==> src/rtl/fp_rnd_pipe.sv <==
`default_nettype none
// ============================================================================
// Module   : fp_rnd_pipe
// Purpose  : Two-stage single-precision rounding and packing stage. Takes
//            an unrounded record (sign, biased exponent, 24-bit significand,
//            guard/round/sticky, rounding mode, special-case flags) and emits
//            the packed binary32 result with {NV,DZ,OF,UF,NX} flags.
//            S1 applies the rounding increment; S2 normalises and packs.
// Ports    : clock, reset (sync, active-high)
//            in_valid/in_ready + in_sig, in_expo, in_mant, in_grs, in_rm,
//            in_snan, in_qnan, in_dbz, in_inf, in_zero  : input record
//            kill                                       : flush in-flight
//            out_valid/out_ready, out_result, out_flags : packed result
// Options  : FP_RND_SKID_EN - registered in_ready/out_valid through a
//            2-entry output skid queue (no out_ready->in_ready comb path).
// Revision : 1.0 - initial release
// ============================================================================
module fp_rnd_pipe #(
  parameter int LATENCY = 2
) (
  input  logic        clock,
  input  logic        reset,
  input  logic        in_valid,
  output logic        in_ready,
  input  logic        in_sig,
  input  logic [9:0]  in_expo,
  input  logic [24:0] in_mant,
  input  logic [2:0]  in_grs,
  input  logic [2:0]  in_rm,
  input  logic        in_snan,
  input  logic        in_qnan,
  input  logic        in_dbz,
  input  logic        in_inf,
  input  logic        in_zero,
  input  logic        kill,
  output logic        out_valid,
  input  logic        out_ready,
  output logic [31:0] out_result,
  output logic [4:0]  out_flags
);

  if (LATENCY != 2) begin : g_latency_check
    $error("fp_rnd_pipe: only LATENCY=2 is supported");
  end

  localparam logic [2:0] c_RM_RTZ = 3'd1;
  localparam logic [2:0] c_RM_RDN = 3'd2;
  localparam logic [2:0] c_RM_RUP = 3'd3;
  localparam logic [2:0] c_RM_RMM = 3'd4;

  logic w_xfer;
  logic w_s1_load;

  // ---------------- S1: rounding increment ----------------
  logic        w_g, w_rs, w_inexact, w_inc;
  logic [24:0] w_mant_r;

  assign w_g       = in_grs[2];
  assign w_rs      = in_grs[1] | in_grs[0];
  assign w_inexact = |in_grs;

  always_comb begin
    w_inc = 1'b0;
    case (in_rm)
      c_RM_RTZ: w_inc = 1'b0;
      c_RM_RDN: w_inc = in_sig & w_inexact;
      c_RM_RUP: w_inc = ~in_sig & w_inexact;
      c_RM_RMM: w_inc = w_g;
      default:  w_inc = w_g & (in_mant[0] | w_rs);  // RNE, also rm 5..7
    endcase
  end

  assign w_mant_r = in_mant + {24'd0, w_inc};

  logic        r_s1_valid, r_s1_sig, r_s1_inexact;
  logic [9:0]  r_s1_expo;
  logic [24:0] r_s1_mant;
  logic [2:0]  r_s1_rm;
  logic        r_s1_snan, r_s1_qnan, r_s1_dbz, r_s1_inf, r_s1_zero;

  always_ff @(posedge clock) begin
    if (reset) begin
      r_s1_valid   <= 1'b0;
      r_s1_sig     <= 1'b0;
      r_s1_inexact <= 1'b0;
      r_s1_expo    <= '0;
      r_s1_mant    <= '0;
      r_s1_rm      <= '0;
      r_s1_snan    <= 1'b0;
      r_s1_qnan    <= 1'b0;
      r_s1_dbz     <= 1'b0;
      r_s1_inf     <= 1'b0;
      r_s1_zero    <= 1'b0;
    end else begin
      if (kill)
        r_s1_valid <= 1'b0;
      else if (w_s1_load)
        r_s1_valid <= w_xfer;
      if (w_xfer) begin
        r_s1_sig     <= in_sig;
        r_s1_inexact <= w_inexact;
        r_s1_expo    <= in_expo;
        r_s1_mant    <= w_mant_r;
        r_s1_rm      <= in_rm;
        r_s1_snan    <= in_snan;
        r_s1_qnan    <= in_qnan;
        r_s1_dbz     <= in_dbz;
        r_s1_inf     <= in_inf;
        r_s1_zero    <= in_zero;
      end
    end
  end

  // ---------------- S2 combinational: normalise and pack ----------------
  logic [23:0] w_mant_n;
  logic [10:0] w_expo_n;
  logic [7:0]  w_exp_field;
  logic        w_ovf, w_tiny, w_to_inf;
  logic [31:0] w_res;
  logic [4:0]  w_flg;

  assign w_mant_n = r_s1_mant[24] ? r_s1_mant[24:1] : r_s1_mant[23:0];
  assign w_expo_n = {1'b0, r_s1_expo} + {10'd0, r_s1_mant[24]};
  assign w_ovf    = (w_expo_n >= 11'd255);
  assign w_tiny   = (r_s1_expo == 10'd0);
  // Subnormal input: a round-up into the hidden bit promotes the field to 1.
  assign w_exp_field = w_tiny ? {7'd0, w_mant_n[23]} : w_expo_n[7:0];

  // Overflow saturates to infinity only when rounding away from zero.
  always_comb begin
    w_to_inf = 1'b1;
    case (r_s1_rm)
      c_RM_RTZ: w_to_inf = 1'b0;
      c_RM_RDN: w_to_inf = r_s1_sig;
      c_RM_RUP: w_to_inf = ~r_s1_sig;
      default:  w_to_inf = 1'b1;
    endcase
  end

  always_comb begin
    w_res = 32'd0;
    w_flg = 5'd0;
    if (r_s1_snan | r_s1_qnan) begin
      w_res = 32'h7FC0_0000;
      w_flg = {r_s1_snan, 4'b0000};
    end else if (r_s1_inf) begin
      w_res = {r_s1_sig, 8'hFF, 23'd0};
      w_flg = {1'b0, r_s1_dbz, 3'b000};
    end else if (r_s1_zero) begin
      w_res = {r_s1_sig, 31'd0};
    end else if (w_ovf) begin
      w_res = w_to_inf ? {r_s1_sig, 8'hFF, 23'd0} : {r_s1_sig, 8'hFE, 23'h7F_FFFF};
      w_flg = 5'b00101;
    end else begin
      w_res = {r_s1_sig, w_exp_field, w_mant_n[22:0]};
      w_flg = {3'b000, w_tiny & r_s1_inexact, r_s1_inexact};
    end
  end

`ifdef FP_RND_SKID_EN
  // ---------------- Output skid queue (head drives the outputs) ----------------
  logic        r_q0_valid, r_q1_valid, r_in_ready;
  logic [31:0] r_q0_result, r_q1_result;
  logic [4:0]  r_q0_flags, r_q1_flags;
  logic        w_pop, w_push, w_n_s1_valid, w_n_q0_valid, w_n_q1_valid;

  assign w_pop     = r_q0_valid & out_ready;
  assign w_push    = r_s1_valid & ~r_q1_valid;
  assign w_s1_load = ~r_s1_valid | w_push;
  assign w_xfer    = in_valid & r_in_ready;

  assign w_n_s1_valid = ~kill & (w_s1_load ? w_xfer : r_s1_valid);
  assign w_n_q0_valid = ~kill & (w_push | (w_pop ? r_q1_valid : r_q0_valid));
  assign w_n_q1_valid = ~kill & ((w_push & ~w_pop & r_q0_valid) | (~w_pop & r_q1_valid));

  always_ff @(posedge clock) begin
    if (reset) begin
      r_q0_valid  <= 1'b0;
      r_q1_valid  <= 1'b0;
      r_q0_result <= '0;
      r_q1_result <= '0;
      r_q0_flags  <= '0;
      r_q1_flags  <= '0;
      r_in_ready  <= 1'b1;
    end else begin
      // A push only happens with q1 empty, so pop+push simply refills the head.
      if (w_pop && w_push) begin
        r_q0_result <= w_res;
        r_q0_flags  <= w_flg;
      end else if (w_pop) begin
        r_q0_result <= r_q1_result;
        r_q0_flags  <= r_q1_flags;
      end else if (w_push) begin
        if (!r_q0_valid) begin
          r_q0_result <= w_res;
          r_q0_flags  <= w_flg;
        end else begin
          r_q1_result <= w_res;
          r_q1_flags  <= w_flg;
        end
      end
      r_q0_valid <= w_n_q0_valid;
      r_q1_valid <= w_n_q1_valid;
      // Accept next cycle only if S1 is guaranteed free even with no pop.
      r_in_ready <= ~w_n_s1_valid | ~w_n_q1_valid;
    end
  end

  assign in_ready   = r_in_ready;
  assign out_valid  = r_q0_valid;
  assign out_result = r_q0_result;
  assign out_flags  = r_q0_flags;
`else
  // ---------------- S2 register ----------------
  logic        r_s2_valid;
  logic [31:0] r_s2_result;
  logic [4:0]  r_s2_flags;
  logic        w_s2_load;

  assign w_s2_load = ~r_s2_valid | out_ready;
  assign w_s1_load = ~r_s1_valid | w_s2_load;
  assign in_ready  = w_s1_load;
  assign w_xfer    = in_valid & w_s1_load;

  always_ff @(posedge clock) begin
    if (reset) begin
      r_s2_valid  <= 1'b0;
      r_s2_result <= '0;
      r_s2_flags  <= '0;
    end else begin
      if (kill)
        r_s2_valid <= 1'b0;
      else if (w_s2_load)
        r_s2_valid <= r_s1_valid;
      if (w_s2_load && r_s1_valid) begin
        r_s2_result <= w_res;
        r_s2_flags  <= w_flg;
      end
    end
  end

  assign out_valid  = r_s2_valid;
  assign out_result = r_s2_result;
  assign out_flags  = r_s2_flags;
`endif

endmodule
`default_nettype wire

==> config.mk <==
export PLATFORM = sky130hd
export DESIGN_NAME = fp_rnd_pipe
export DESIGN_NICKNAME = d
export VERILOG_FILES = /design/src/rtl/fp_rnd_pipe.sv
export SDC_FILE = /design/constraint.sdc
export NUM_CORES = 1
export LEC_CHECK = 0
export BUFFER_PORTS_ARGS = -buffer_cell sky130_fd_sc_hd__buf_4
export CAP_MARGIN = 15
export CORE_ASPECT_RATIO = 1.4
export CORE_UTILIZATION = 49
export DETAILED_ROUTE_END_ITERATION = 7
export PLACE_DENSITY = 0.76
export RECOVER_POWER = 100
export SLEW_MARGIN = 40
export SYNTH_ARGS = -nofsm -noshare
export SYNTH_HDL_FRONTEND = slang
export SYNTH_SLANG_ARGS = --single-unit
==> constraint.sdc <==
create_clock -name clock -period 2.2 [get_ports clock]
set_input_delay 0 -clock clock [delete_from_list [all_inputs] [get_ports clock]]
set_output_delay 0 -clock clock [all_outputs]
set_load 0.01 [all_outputs]
## After elaboration in Yosys (flattened, before gate mapping)

Cells that the tools add are included.
W data, S select, Z words.

| word-level totals | value |
|---|---|
| input port bits | 52 |
| ROM bits | 0 |
| output and inout port bits | 39 |
| bits in writable memories | 0 |
| latch bits | 0 |
| register bits after elaboration | 84 |
| memories kept | 0 |
| logic and storage cells | 55 |

| cells by class | value |
|---|---|
| div/mod/pow operators | 0 |
| bitwise gates (word level) | 14 |
| multiply operators | 0 |
| muxes and demuxes | 13 |
| shift operators | 0 |
| equality and inequality tests | 7 |
| reduce and logical (&&, ||, !) cells | 4 |
| $add $sub $neg | 2 |
| $lt $le $gt $ge | 1 |

Operator list:

| kind | number |
|---|---|
| $mux W31 | 3 |
| $mux W24 | 2 |
| $mux W32 | 1 |
| $add A25 B1 Y25 | 1 |
| $eq A3 B2 Y1 const B | 4 |
| $add A10 B1 Y11 | 1 |
| $ge A11 B8 Y1 const B | 1 |
| $logic_not A10 Y1 | 1 |
| $mux W8 | 1 |
| $eq A3 B1 Y1 const B | 2 |
| $mux W3 | 2 |
| $and A1 B1 Y1 | 5 |
| $mux W5 | 1 |
| $or A1 B1 Y1 | 5 |
| $mux W4 | 1 |
| $not A1 Y1 | 4 |
| $pmux W1 S4 | 1 |
| $eq A3 B3 Y1 const B | 1 |
| $pmux W1 S3 | 1 |
| $reduce_or A3 Y1 | 1 |
| $reduce_or A2 Y1 | 1 |
| $logic_and A1 B1 Y1 | 1 |

## Longest topological paths before layout

Gate-level depths: netlist of the first run.

| depth | value |
|---|---|
| depth in word-level cells | 7 |
| gate-level depth with buffers | 11 |
| depth with buffers taken out | 11 |

## Worst setup path after synthesis of the first run

No wires, ideal clock.

| timing | value |
|---|---|
| path type | input port to flip-flop |
| start | in in_grs[1] |
| end | reg r_s1_mant[8] |
| setup slack | 110 ps |
| arrival time | 2005 ps |
| path buffers | 0 |
| stages | 11 |
| cells stage by stage | or3_1 maj3_1 a21oi_1 nor2_1 ha_1 ha_1 nand2_1 nor2_1 and3_1 xnor2_1 a211oi_1 |

| on the way | value |
|---|---|
| word-level cells in the longest chain between the ends | 5 |
| elaborated cells between the ends (all ways) | 8 |

Ends and longest elaborated chain:

| element | RTL line | RTL |
|---|---|---|
| from (decl) | 28 | `input logic [2:0] in_grs,` |
| $or A1 B1 Y1 | 59 | `assign w_rs = in_grs[1] \| in_grs[0];` |
| $or A1 B1 Y1 | 69 | `default: w_inc = w_g & (in_mant[0] \| w_rs);` |
| $and A1 B1 Y1 | 69 |  |
| $pmux W1 S4 (*) | 64 | `case (in_rm)` |
| $add A25 B1 Y25 (*) | 73 | `assign w_mant_r = in_mant + {24'd0, w_inc};` |
| to (signal assigned) | 103 | `r_s1_mant <= w_mant_r;` |
| to (decl) | 77 | `logic [24:0] r_s1_mant;` |

Every way passes the cells marked *; elsewhere a longest branch is shown, timed or not.
A chain may end at the register's enable or synchronous reset.

## Worst setup path after layout of the first run

| timing | value |
|---|---|
| start | reg r_s1_expo[2] |
| end | reg r_s2_result[7], in the netlist out_result[7] |

| on the way | value |
|---|---|
| word-level cells in the longest chain between the ends | 6 |

Ends and longest elaborated chain:

| element | RTL line | RTL |
|---|---|---|
| from (decl) | 76 | `logic [9:0] r_s1_expo;` |
| from (signal assigned) | 102 | `r_s1_expo <= in_expo;` |
| $add A10 B1 Y11 | 123 | `assign w_expo_n = {1'b0, r_s1_expo} + {10'd0, r_s1_mant[24]};` |
| $ge A11 B8 Y1 | 124 | `assign w_ovf = (w_expo_n >= 11'd255);` |
| $mux W31 | 151 | `end else if (w_ovf) begin` |
| $mux W31 | 149 | `end else if (r_s1_zero) begin` |
| $mux W31 | 146 | `end else if (r_s1_inf) begin` |
| $mux W32 | 143 | `if (r_s1_snan \| r_s1_qnan) begin` |
| to (signal assigned) | 236 | `r_s2_result <= w_res;` |
| to (decl) | 216 | `logic [31:0] r_s2_result;` |

No other way between the ends.

==> impl_results.md, run 1 <==
* Detailed placer's ending HPWL at 7132 um
* Maximum number of pins on one net before global-route repair at 60
* Leak at 2.051 nW
* Tot GR Track Use at 0.2415
* Min-Delay Startpoint: in_mant[19]
* Data required time at the worst endpoint at about 2400 ps
* Number of violations reported at the end of detailed-routing iteration 0 at approximately 260
* Register-to-register setup slack at between 100 and 150 ps
* Capture endpoint of the worst hold path: r_s1_mant[19]$_SDFFE_PP0P_
* Top cell types by occurrence after synthesis: sky130_fd_sc_hd__dfxtp_1, sky130_fd_sc_hd__nand2_1, sky130_fd_sc_hd__nor2_1
* DR vias/cell at 5.639
* Fraction of synthesis flops using an asynchronous set or reset pin at 0
* Total DRC errors in the routed layout at 0
* Sum Neg Setup Slack at 0 ps
* Antenna diode count at 0
* CP max-delay cell: sky130_fd_sc_hd__a2111oi_1
* Worst reg2reg endpoint: out_result[7]$_SDFFE_PP0P_
* Final hold violations at 0
* Library cell occupying the most area in the post-synthesis netlist: sky130_fd_sc_hd__dfxtp_1
* Layout cells sized above 1 at 0.2010
* Max Freq at 479.4 MHz
* Slew @ Worst Pin at ~680 ps
* H-tree depth at 3
* Final ANT Viol Nets at 0
* Clk_skew at 5.148 ps
* Total congestion overflow at 0
* Startpoint of the worst register-to-register path: r_s1_expo[2]$_SDFFE_PP0P_
* Total power consumption of the routed design at 0.003667 W
* Post-synth EDFFs at 0
* Num rows at 39
* Tcrit/Tclk final at 0.9482
* Clock root buffer: sky130_fd_sc_hd__clkbuf_16
* Deepest clock path buffer count at 2
* Number of antenna violations at the first check in global routing at 0
* IO buf count at 90
* Count of final setup violators at 0
* NumNets Final at approximately 660
* Worst path buffer plus inverter count at 2
* Total Die Area at 8930 um2
* Tmin final at 2086 ps
* Floorplan core area at 8247 um2
* Fraction of synthesized cell area taken by the top area cell type at 0.4013
* Hold path cells at 3
* Largest stage delay on the critical path at around 510 ps
* Cell family with the largest share of critical-path delay: compound AO/OA/AOI/OAI gates
* Average cell area after synthesis at 8.569 um2
* Tightest slew margin relative to the limit at 0.5468
* Clock latency on the worst-skew pair at ~330 ps
* Critical path start-end classification: reg2reg
* Chain of cells forming the critical path: clkbuf_1 > nand4_1 > nor2_2 > mux2i_4 > buf_4 > a2111oi_1 > o31ai_2
* Post-Syn Instances at 489
* Result of the run: finished, final reports clean
* Number of buffers inserted during clock tree synthesis at 9
* Most frequently used cell type in the post-synthesis netlist: sky130_fd_sc_hd__dfxtp_1
* Final worst-path setup slack at 114.0 ps
* Post-Synthesis Cell Area at 4190 um2
* Crit Path Max Fanout at 17
* Number of global-route vias before repair at about 3,700
* DRT Pass-1 Iters at 4
* Syn_nets at approximately 550
* Clock tree from TritonCTS: built
* Class of the tightest hold or removal check: in2reg
* Width of the die at 80.16 um
* Share of synthesized area occupied by flip-flops and latches at 0.4013
* Crit path launch type: flip-flop
* Boundary pin count at 91
* Endpoint kind of the worst setup timing path: flip-flop
* Vias post-DR at approximately 4,000
* Starting density of the core at 0.5081
* Synth top area cells: sky130_fd_sc_hd__dfxtp_1, sky130_fd_sc_hd__nand2_1, sky130_fd_sc_hd__a211oi_1
* Area grow syn2layout at 31.47%
* Final WL at 11,010 um
* Maximum capacitance violations at 0
* Worst Hold Margin at 11.44 ps
* Synth cell types at 45
* Weighted congestion reported at the end of routability-driven placement at 0.8430
* Number of clock sinks at 84
* Clock Pin Slew Worst Setup and Hold Paths at approximately 60 ps
* Die extent in y at around 110 um
* Filler cell count in the final layout at 673
* Number of cells on the worst reg-to-reg path at 7
* Final Max Slew Viols at 0
* Worst IR Drop VDD at 0.0005226 V
* Global-route wire length before repair at about 17,000 um
* Synth warnings at 0
* Seq cells post-synth at 84
* Ys flop type: sky130_fd_sc_hd__dfxtp_1
* Number of placed instances with taps included at 662
* Routed length per placed instance at 15.53 um
* Setup slack at placement at -77.40 ps
* Critical Path AT at 2300 ps
* Power density cells at 665.6 nW/um2
* Final instance count without filler cells at roughly 710
==> logic make-up (layout without fill, tap and decap cells) <==
kind of cell | after synthesis | after routing | synth area share
AND/OR/NAND/NOR | 205 | 205 | 0.2353
AO/OA/AOI/OAI | 123 | 125 | 0.2317
flip-flops | 84 | 84 | 0.4013
buffers and inverters | 39 | 155 | 0.04509
XOR/XNOR | 30 | 30 | 0.06450
adder cells (fa/ha/maj) | 6 | 6 | 0.01732
multiplexers | 2 | 2 | 0.004778
==> registers in the layout, indices dropped and copies added, names as in the netlist <==
| register | cells |
|---|---|
| out_flags | 5 |
| out_result | 32 |
| out_valid | 1 |
| r_s1_dbz | 1 |
| r_s1_expo | 10 |
| r_s1_inexact | 1 |
| r_s1_inf | 1 |
| r_s1_mant | 25 |
| r_s1_qnan | 1 |
| r_s1_rm | 3 |
| r_s1_sig | 1 |
| r_s1_snan | 1 |
| r_s1_valid | 1 |
| r_s1_zero | 1 |
==> worst reg2reg max path, stage by stage (launching register included) <==
cell	delay [ps]
sky130_fd_sc_hd__dfxtp_1	330
sky130_fd_sc_hd__clkbuf_1	280
sky130_fd_sc_hd__nand4_1	190
sky130_fd_sc_hd__nor2_2	220
sky130_fd_sc_hd__mux2i_4	120
sky130_fd_sc_hd__buf_4	230
sky130_fd_sc_hd__a2111oi_1	510
sky130_fd_sc_hd__o31ai_2	90
==> timing repair <==
| action | 4_1_cts | 5_1_grt |
|---|---|---|
| hold buffers | 25 | 0 |
| pin swaps | 1 | 3 |
| hold endpoints to repair | 25 | 0 |
| gates cloned | 1 | 3 |
| endpoints found under the setup margin | 24 | 31 |
| buffers inserted | 2 | 2 |
| resized for setup | 5 | 29 |
==> cells in the final DEF (no fill, tap or decap), drive strengths merged, types with 2 or more instances in the layout <==
master	instances
a2111oi	22
a211oi	27
a21oi	34
and3	7
and4	2
buf	68
clkbuf	56
clkinv	2
dfxtp	84
dlygate4sd3	25
ha	5
inv	3
mux2i	2
nand2	83
nand2b	2
nand3	17
nand4	9
nor2	40
nor2b	24
nor3	8
nor3b	2
nor4	6
o21ai	7
o21bai	3
o22a	3
o31ai	23
or3	4
xnor2	12
xor2	18
==> stage by stage <==
step / instance area (um2) / util
2_1_floorplan: 4190 / -
3_3_place_gp: 4974 / 0.6031
3_5_place_dp: 4974 / 0.6031
4_1_cts: 5544 / 0.6723
5_1_grt: 5509 / 0.6680
6_report: 5509 / 0.6680
==> worst max-delay path by stage <==
stage	slack, ps	end	cells after the start	start
after floorplan	110	r_s1_mant[8]$_SDFFE_PP0P_	11	in_grs[1]
after global placement	-2	out_result[1]$_SDFFE_PP0P_	8	r_s1_expo[0]$_SDFFE_PP0P_
after detailed placement	-80	out_result[23]$_SDFFE_PP0P_	8	r_s1_expo[0]$_SDFFE_PP0P_
after CTS	-50	out_result[0]$_SDFFE_PP0P_	9	r_s1_expo[0]$_SDFFE_PP0P_
after global routing	-7	out_result[4]$_SDFFE_PP0P_	7	r_s1_expo[0]$_SDFFE_PP0P_
final	110	out_result[7]$_SDFFE_PP0P_	7	r_s1_expo[2]$_SDFFE_PP0P_
==> final cells by class <==
type,instances,area (um2),share of cell area
Multi-Input combinational cell,368,2436,0.4422
Inverter,3,11.26,0.002044
Clock inverter,3,40.04,0.007268
Clock buffer,11,232.7,0.04224
Sequential cell,84,1687,0.3062
Timing Repair Buffer,138,974.7,0.1769
Tap cell,102,127.6,0.02317
==> power breakdown <==
group          total (W)  internal [W]  switching, W
Clock            0.00141      0.000862      0.000551
Sequential       0.00166       0.00160     0.0000634
Combinational   0.000593      0.000274      0.000319
Total            0.00367       0.00273      0.000933
==> layer usage <==
metal  track usage  vias up  wire length (um)
li1              -     2006                 -
met1        0.2685     1862              4446
met2        0.4405      106              5814
met3       0.04508       24               501
met4       0.09762        0               248
met5             0        -                 0
No activity file was read; power rests on OpenSTA's default activity.
==> inputs of run 2 (changes only) <==
- GPL_TIMING_DRIVEN: default -> 1
- SETUP_SLACK_MARGIN: default -> 0.15
==> run 2 against run 1 <==
Effect of this change:
- combinational power is 23% higher
- routed wire length is 16% higher
- final area rose by 10%
- sequential share of layout area down 2.8 points
- count of clock-buffer cells in the layout did not move
- critical path depth is 2 higher
- via count increased by 4.8%
- critical path type unchanged
- largest power group is now clock
- highest routed layer unchanged
==> impl_results.md, run 2 (synthesized netlist as in run 1, its figures left out) <==
* Result of the run: finished, final reports clean (unchanged)
* Maximum number of pins on one net before global-route repair at 60 (unchanged)
* Final hold violations at 0 (unchanged)
* Number of global-route vias before repair at 3,786 (was 3,739)
* Total Die Area at 8930 um2 (unchanged)
* Worst path buffer plus inverter count at 2 (unchanged)
* Final Max Slew Viols at 0 (unchanged)
* Chain of cells forming the critical path: ha_4 > ha_4 > nand4_1 > nor2_2 > mux2i_4 > buf_12 > clkbuf_16 > a2111oi_1 > o31ai_2 (was clkbuf_1 > nand4_1 > nor2_2 > mux2i_4 > buf_4 > a2111oi_1 > o31ai_2)
* Layout cells sized above 1 at 0.2561 (was 0.2010)
* Data required time at the worst endpoint at 2430 ps (was 2410 ps)
* Clock Pin Slew Worst Setup and Hold Paths at 70 ps (was 60 ps)
* RSZ-0062 raised after global routing: yes
* Die extent in y at 111.4 um (unchanged)
* DRT Pass-1 Iters at 5 (was 4)
* Width of the die at 80.16 um (unchanged)
* Deepest clock path buffer count at 2 (unchanged)
* Crit Path Max Fanout at 9 (was 17)
* Number of clock sinks at 84 (unchanged)
* Largest stage delay on the critical path at 500 ps (was 510 ps)
* Clock latency on the worst-skew pair at 340 ps (was 330 ps)
* Crit path launch type: flip-flop (unchanged)
* Endpoint kind of the worst setup timing path: flip-flop (unchanged)
* Critical Path AT at 2380 ps (was 2300 ps)
* Antenna diode count at 0 (unchanged)
* Worst IR Drop VDD at 0.0005257 V (was 0.0005226 V)
* Final WL at 12,780 um (was 11,010 um)
* Global-route wire length before repair at 17,800 um (was 16,860 um)
* Cell repeated most along the worst path: sky130_fd_sc_hd__ha_4
* IO buf count at 90 (unchanged)
* Total power consumption of the routed design at 0.004097 W (was 0.003667 W)
* Number of buffers inserted during clock tree synthesis at 9 (unchanged)
* Total congestion overflow at 0 (unchanged)
* Total DRC errors in the routed layout at 0 (unchanged)
* Area grow syn2layout at 44.67% (was 31.47%)
* Class of the tightest hold or removal check: in2reg (unchanged)
* Flip-flop count of the largest register, all copies and words added at 32 (unchanged)
* Slew @ Worst Pin at 976.6 ps (was 678.2 ps)
* Starting density of the core at 0.5081 (unchanged)
* DR vias/cell at 5.828 (was 5.639)
* CP max-delay cell: sky130_fd_sc_hd__a2111oi_1 (unchanged)
* Post-route design area at 6062 um2 (was 5509 um2)
* Startpoint of the worst register-to-register path: r_s1_expo[0]$_SDFFE_PP0P_ (was r_s1_expo[2]$_SDFFE_PP0P_)
* Number of antenna violations at the first check in global routing at 0 (unchanged)
* Cell family with the largest share of critical-path delay: compound AO/OA/AOI/OAI gates (unchanged)
* Maximum capacitance violations at 0 (unchanged)
* Clock tree from TritonCTS: built (unchanged)
* Tightest slew margin relative to the limit at 0.3443 (was 0.5468)
* Floorplan core area at 8247 um2 (unchanged)
* Count of final setup violators at 0 (unchanged)
* Weighted congestion reported at the end of routability-driven placement at 0.8770 (was 0.8430)
* Timing startpoint of the critical path: r_s1_expo[0]$_SDFFE_PP0P_ (was r_s1_expo[2]$_SDFFE_PP0P_)
* Clk_skew at 11.33 ps (was 5.148 ps)
* Max Freq at 464.6 MHz (was 479.4 MHz)
* Most common cell after layout, fill and taps aside: sky130_fd_sc_hd__nand2_1 (unchanged)
* Min-Delay Startpoint: in_mant[17] (was in_mant[19])
* Sum Neg Setup Slack at 0 ps (unchanged)
* Tcrit/Tclk final at 0.9783 (was 0.9482)
* Detailed placer's ending HPWL at 7006 um (was 7132 um)
* Routed length per placed instance at 17.78 um (was 15.53 um)
* Tmin final at 2152 ps (was 2086 ps)
* Most frequent cells in the layout: sky130_fd_sc_hd__nand2_1, sky130_fd_sc_hd__dfxtp_1, sky130_fd_sc_hd__buf_4 (unchanged)
* Critical path start-end classification: reg2reg (unchanged)
* Tot GR Track Use at 0.2588 (was 0.2415)
* Placed instance area at 4976 um2 (was 4974 um2)
* Boundary pin count at 91 (unchanged)
* Final ANT Viol Nets at 0 (unchanged)
* Num rows at 39 (unchanged)
* Number of violations reported at the end of detailed-routing iteration 0 at 289 (was 262)
* Clock root buffer: sky130_fd_sc_hd__clkbuf_16 (unchanged)
* Vias post-DR at 4,190 (was 3,998)
* Leak at 2.214 nW (was 2.051 nW)
* Power density cells at 675.8 nW/um2 (was 665.6 nW/um2)
* NumNets Final at 669 (was 661)
* H-tree depth at 3 (unchanged)
-- run 2: worst paths after layout --
path | to | slack (ps) | cells after the start
worst min-delay path | r_s1_mant[17]$_SDFFE_PP0P_ | 9 | 3
worst min register to register | r_s1_mant[0]$_SDFFE_PP0P_ | 450 | 2
worst max-delay path | out_result[16]$_SDFFE_PP0P_ | 50 | 9
worst max register to register | out_result[16]$_SDFFE_PP0P_ | 50 | 9
-- run 2: per-stage QoR --
stage / setup WS [ps] / util / std cells / hold slack, ps
finish: 47.65 / 0.7351 / 719 / 9.185
global route: -28.26 / 0.7351 / 719 / 23.54
CTS: 127.6 / 0.6878 / 710 / 0.5936
detailed placement: -40.36 / 0.6034 / 660 / 173.1
global placement: 0.7914 / 0.6034 / 660 / 172.7
floorplan: 181.7 / - / 489 / 72.76
-- run 2: power breakdown --
group          internal [W]  leakage (nW)  switching, W  total [W]
clock network       0.00106         0.158      0.000630    0.00169
registers           0.00160         0.690     0.0000803    0.00168
logic              0.000350          1.37      0.000383   0.000732
total               0.00300          2.21       0.00109    0.00410
-- run 2: worst min-delay path, cell delays in order --
cell	delay, ps
sky130_fd_sc_hd__buf_4	100
sky130_fd_sc_hd__xor2_1	130
sky130_fd_sc_hd__a211oi_1	80
-- run 2: final cells by class --
type	count	area, um2
inverters	3	11.26
fillers	597	2185
well taps	102	127.6
clock buffers	11	252.7
multi-input cells	369	2774
repair buffers	145	1124
clock inverters	5	83.83
flip-flops and latches	84	1689
-- run 2: what timing repair did --
action,in CTS,in global routing
hold buffers,26,1
endpoints found under the setup margin,23,31
setup buffers,4,4
gates cloned,4,4
pin swaps,3,12
resized for setup,7,79
endpoints found under the hold margin,26,1
-- run 2: routing by layer --
layer | track usage | wire length (um) | up-vias | share of wire
met5 | 0 | 0 | - | 0
met4 | 0.1345 | 326 | 0 | 0.026
met3 | 0.04426 | 580 | 30 | 0.045
met2 | 0.4490 | 6797 | 131 | 0.53
met1 | 0.2981 | 5078 | 2008 | 0.40
li1 | - | - | 2021 | -
